File: src/rtl/rst_pulse_width_monitor.sv
// Per-channel active-low reset width checker with short/long violation pulses and a min-width stretched reset.
// Latency: all outputs registered, one edge after the sample. Backpressure: none, a new sample is taken every cycle.
module rst_pulse_width_monitor #(
    parameter int NUM_CH  = 4,
    parameter int MIN_LOW = 6,
    parameter int MAX_LOW = 0,
    parameter int CNT_W   = 16
) (
    input  logic              clk,
    input  logic              rst_n,
    input  logic [NUM_CH-1:0] mon_rst_n,
    input  logic              clr_i,
    output logic [NUM_CH-1:0] good_o,
    output logic [NUM_CH-1:0] viol_short_o,
    output logic [NUM_CH-1:0] viol_long_o,
    output logic [NUM_CH-1:0] sticky_err_o,
    output logic [CNT_W-1:0]  err_cnt_o,
    output logic [NUM_CH-1:0] stretched_rst_n_o
);
    localparam int RUN_SAT = (MIN_LOW > MAX_LOW + 1) ? MIN_LOW : MAX_LOW + 1;
    localparam int RW      = $clog2(RUN_SAT + 1);
    localparam int SW      = $clog2(MIN_LOW + 1);
    localparam int PW      = $clog2(2 * NUM_CH + 1);
    localparam int AW      = ((CNT_W > PW) ? CNT_W : PW) + 1;
    localparam logic [AW-1:0] CNT_MAX = {{(AW-CNT_W){1'b0}}, {CNT_W{1'b1}}};

    logic [NUM_CH-1:0] prev_q;
    logic [NUM_CH-1:0] long_seen_q, long_seen_d;
    logic [RW-1:0]     run_q [NUM_CH];
    logic [RW-1:0]     run_d [NUM_CH];
    logic [SW-1:0]     str_cnt_q [NUM_CH];
    logic [SW-1:0]     str_cnt_d [NUM_CH];
    logic [NUM_CH-1:0] str_d, good_d, short_d, long_d, sticky_d;
    logic [PW-1:0]     pop;
    logic [AW-1:0]     sum;
    logic [CNT_W-1:0]  cnt_d;

    always_comb begin
        pop = '0;
        for (int i = 0; i < NUM_CH; i++) begin
            run_d[i]       = run_q[i];
            long_seen_d[i] = long_seen_q[i];
            str_cnt_d[i]   = str_cnt_q[i];
            str_d[i]       = stretched_rst_n_o[i];
            good_d[i]      = 1'b0;
            short_d[i]     = 1'b0;
            long_d[i]      = 1'b0;

            // Run length tracking; run_q holds L saturated at RUN_SAT
            if (!mon_rst_n[i]) begin
                if (prev_q[i]) begin
                    run_d[i]       = RW'(1);
                    long_seen_d[i] = 1'b0;
                end else if (run_q[i] != RW'(RUN_SAT)) begin
                    run_d[i] = run_q[i] + 1'b1;
                end
                if (MAX_LOW != 0 && !prev_q[i] && run_q[i] == RW'(MAX_LOW)) begin
                    long_d[i]      = 1'b1;
                    long_seen_d[i] = 1'b1;
                end
            end else if (!prev_q[i]) begin
                if (run_q[i] < RW'(MIN_LOW))
                    short_d[i] = 1'b1;
                else if (!long_seen_q[i])
                    good_d[i] = 1'b1;
            end

            // Stretcher: a fall always restarts the minimum-width window
            if (stretched_rst_n_o[i]) begin
                if (!mon_rst_n[i]) begin
                    str_d[i]     = 1'b0;
                    str_cnt_d[i] = SW'(1);
                end
            end else if (!mon_rst_n[i] && prev_q[i]) begin
                str_cnt_d[i] = SW'(1);
            end else if (mon_rst_n[i] && str_cnt_q[i] >= SW'(MIN_LOW)) begin
                str_d[i] = 1'b1;
            end else if (str_cnt_q[i] != SW'(MIN_LOW)) begin
                str_cnt_d[i] = str_cnt_q[i] + 1'b1;
            end

            pop = pop + PW'(short_d[i]) + PW'(long_d[i]);
        end

        sticky_d = (clr_i ? '0 : sticky_err_o) | short_d | long_d;
        sum      = (clr_i ? '0 : AW'(err_cnt_o)) + AW'(pop);
        cnt_d    = (sum > CNT_MAX) ? CNT_MAX[CNT_W-1:0] : sum[CNT_W-1:0];
    end

    always_ff @(posedge clk) begin
        if (!rst_n) begin
            prev_q            <= '1;
            long_seen_q       <= '0;
            good_o            <= '0;
            viol_short_o      <= '0;
            viol_long_o       <= '0;
            sticky_err_o      <= '0;
            err_cnt_o         <= '0;
            stretched_rst_n_o <= '0;
            for (int i = 0; i < NUM_CH; i++) begin
                run_q[i]     <= '0;
                str_cnt_q[i] <= '0;
            end
        end else begin
            prev_q            <= mon_rst_n;
            long_seen_q       <= long_seen_d;
            good_o            <= good_d;
            viol_short_o      <= short_d;
            viol_long_o       <= long_d;
            sticky_err_o      <= sticky_d;
            err_cnt_o         <= cnt_d;
            stretched_rst_n_o <= str_d;
            for (int i = 0; i < NUM_CH; i++) begin
                run_q[i]     <= run_d[i];
                str_cnt_q[i] <= str_cnt_d[i];
            end
        end
    end
endmodule

File: config.mk
export PLATFORM = sky130hd
export DESIGN_NAME = rst_pulse_width_monitor
export DESIGN_NICKNAME = d
export VERILOG_FILES = /design/src/rtl/rst_pulse_width_monitor.sv
export SDC_FILE = /design/constraint.sdc
export NUM_CORES = 1
export LEC_CHECK = 0
export ABC_AREA = 1
export CORE_MARGIN = 4
export CORE_UTILIZATION = 31
export DETAILED_ROUTE_END_ITERATION = 12
export PLACE_DENSITY = 0.59
export RECOVER_POWER = 25
export SLEW_MARGIN = 0
export SYNTH_ARGS = -nofsm -noshare
export SYNTH_HDL_FRONTEND = slang
export SYNTH_SLANG_ARGS = --single-unit
export TNS_END_PERCENT = 10
File: constraint.sdc
create_clock -name clk -period 3.5 [get_ports clk]
set_input_delay 0.7 -clock clk [delete_from_list [all_inputs] [get_ports clk]]
set_output_delay 0.7 -clock clk [all_outputs]
set_load 0.1 [all_outputs]
==> results.toml <==
[outcome]
status = "finished, final reports clean"

[detailed_routing]
drc_errors = 0
dr.pass1.iters = 4
drt_iter0_markers = 113
highest_layer = "met4"
wl_met1_um = 3326
wirelength_um = 6883
drt-wirelength-per-cell_um = 11.51
ant_nets = 0
via_per_inst = 4.438
dr_wl_met2_um = 3191
vias = 2654
dr_wl_met3_um = 287

[pwr]
p_comb_share_pct = 10.7
power_density_nw_per_um2 = 427.3
switchingPower_mw = 0.4150
p_clk_share_pct = 45.0
swShare_pct = 25.50
peakVddDrop_uv = 165.8
p_leak_nw = 1.629
p_int_mw = 1.212
pwr-share-seq_pct = 44.3

[setup_path]
start_kind = "input pin"
crit_type = "in -> reg"
cp.required_ns = 3.78
cp-end-kind = "register"
critPathArrivalTime_ns = 3.52
cp_max_fo = 8

[placed_design]
place_congestion = 0.8472
dpl.hpwl_um = 5171
dp.cells = 582
io_buffers = 38

[cts]
clock_latency_ns = 0.34
cts_tree = "built"
cts_resized = 0
cts_setup_buffers = 0
cts_buffers = 9
clock_sinks = 60
clk_pin_slew_ns = 0.07
cts_root_buffer = "clkbuf_8"
post_cts_hold_buffer_count = 0
ctsLongestPathBuffers = 2
htreeDepth = 3

[global_route]
grt_max_degree = 26
antenna_found_initial = 0
overflow = 0
track_usage_pct = 12.59
grt_pass1_wl_um = 11520
grt_pass1_vias = 2580

[logic_synthesis]
yosysUniqueCellTypes = 35
synth_area_um2 = 3047
ys_warn_count = 0
ys_seq_area_share_pct = 39.43
synth_top_area_share_pct = 39.43
syn_inst = 413
synth_seq_cells = 60
synth_top_area_cell = "dfxtp_1"
synth.area.top_cells = "dfxtp_1 (39%), nand2_1 (11%), ha_1 (7.0%)"
postSynthAreaPerCell_um2 = 7.377

[floorplan]
start_util_pct = 32.36
die-area_um2 = 11480
pin_count = 43
num_rows = 35
fp.coreArea_um2 = 9415
fp.dieH_um = 107.1
die_w_um = 107.1

[sta]
post-route-min-period_ns = 3.235
relSlewSlack_pct = 34.29
hold_viol_final = 0
setup_viol = 0
rsz0062_at_grt = "no"
skew_ns = 0.01146
whs_ns = 0.4651
max_freq_ghz = 0.3091
worst_pin_slew_ns = 0.9826
drv_slew = 0
fin_crit_sh_pct = 92.44

[layout]
instances_no_fill = 598
utilization_pct = 40.45
area_delta_synth_final_pct = 25.01
fin_nets = 491
drive_gt1_share_pct = 12.15
n_antenna_cell = 0

[worst_hold_path]
hp-class = "reg -> reg"

[flow_run]
maxCapViolations = 0
Yosys cell counts, drive strengths merged:
cell and count:
dfxtp 60, clkinv 2, nor2 54, nor4 4, nand3 32, nand2 96, buf 7, and3 1
o21bai 1, inv 52, xor2 6, a21oi 30, nor3 8, a211oi 2, fa 3, o21ai 24
conb 1, xnor2 2, ha 17, a31oi 2, o31ai 1, clkbuf 5, nand4 3
kinds of logic after synthesis:
| group | Yosys count | share of synthesized area, % |
|---|---|---|
| fa+ha+maj | 20 | 8.953 |
| flops | 60 | 39.42 |
| buf+inv | 66 | 9.445 |
| simple gates | 198 | 29.24 |
| xor+xnor | 8 | 2.300 |
| other cells | 1 | 0.1231 |
| compound gates | 60 | 10.51 |
critical path: stages:
cell and delay [ns]:
clkdlybuf4s50_1 0.52, nand3_1 0.15, fa_1 0.53, fa_1 0.42
inv_1 0.09, fa_1 0.19, inv_1 0.06, nor2_1 0.21
nand3_2 0.15, nor2_4 0.13, nand2_4 0.09, inv_2 0.07
nand2_2 0.07, nand2_1 0.11
sequential cells by signal, summed over array words and instances (netlist names):
register / count
prev_q: 4
run_q: 12
viol_short_o: 4
stretched_rst_n_o: 4
err_cnt_o: 16
str_cnt_q: 12
good_o: 4
sticky_err_o: 4
cell usage in the layout, fill, tap and decap left out, drive strengths merged:
cell type,count
a211oi,2
a21oi,30
a31oi,2
and3,1
buf,18
bufinv,2
clkbuf,15
clkdlybuf4s50,28
clkinv,2
clkinvlp,1
conb,4
dfxtp,60
dlygate4sd3,1
fa,3
ha,17
inv,52
nand2,96
nand3,32
nand4,3
nor2,54
nor3,8
nor4,4
o21ai,24
o21bai,1
o31ai,1
xnor2,2
xor2,6
power groups by stage:
| stage | clock (mW) | combinational, mW | sequential (mW) |
|---|---|---|---|
| global route | 0.787 | 0.193 | 0.724 |
| CTS | 0.756 | 0.178 | 0.720 |
| finish | 0.732 | 0.175 | 0.721 |
| detailed placement | 0 | 0.177 | 0.736 |
| global placement | 0 | 0.174 | 0.736 |
| floorplan | 0 | 0.0972 | 0.773 |
path summary, 6_finish.rpt:
check / start / end / slack [ns] / cells past startpoint
worst max-delay path: mon_rst_n[0] / err_cnt_o[2] / 0.26 / 14
worst min-delay path: sticky_err_o[1] / sticky_err_o[1] / 0.47 / 2
worst max register to register: prev_q[1] / err_cnt_o[2] / 0.74 / 14
worst min register to register: sticky_err_o[1] / sticky_err_o[1] / 0.47 / 2
stage by stage:
step | power (mW) | worst slack (ns) | cell area [um2] | setup TNS [ns]
final | 1.627 | 0.2646 | 3809 | 0
after floorplan | 0.8703 | 0.6324 | 3058 | 0
after detailed placement | 0.9134 | -0.04925 | 3580 | -0.3195
after global placement | 0.9100 | -0.001951 | 3580 | -0.001951
after global routing | 1.704 | 0.08227 | 3809 | 0
after CTS | 1.655 | 0.2848 | 3816 | 0
per-layer routing:
layer  vias up  GRT usage [%]
met4         0          4.932
met3         6          3.913
met2        44          20.11
li1       1410              -
met5         -              0
met1      1194          15.78
cell type report:
cell class / count / area, um2
flip-flops and latches: 60 / 1201
clock inverters: 3 / 67.56
clock buffers: 13 / 168.9
repair buffers: 49 / 432.9
multi-input cells: 290 / 1569
fillers: 981 / 5607
inverters: 54 / 207.7
well taps: 129 / 161.4
Power figures use the tool's default switching activity.
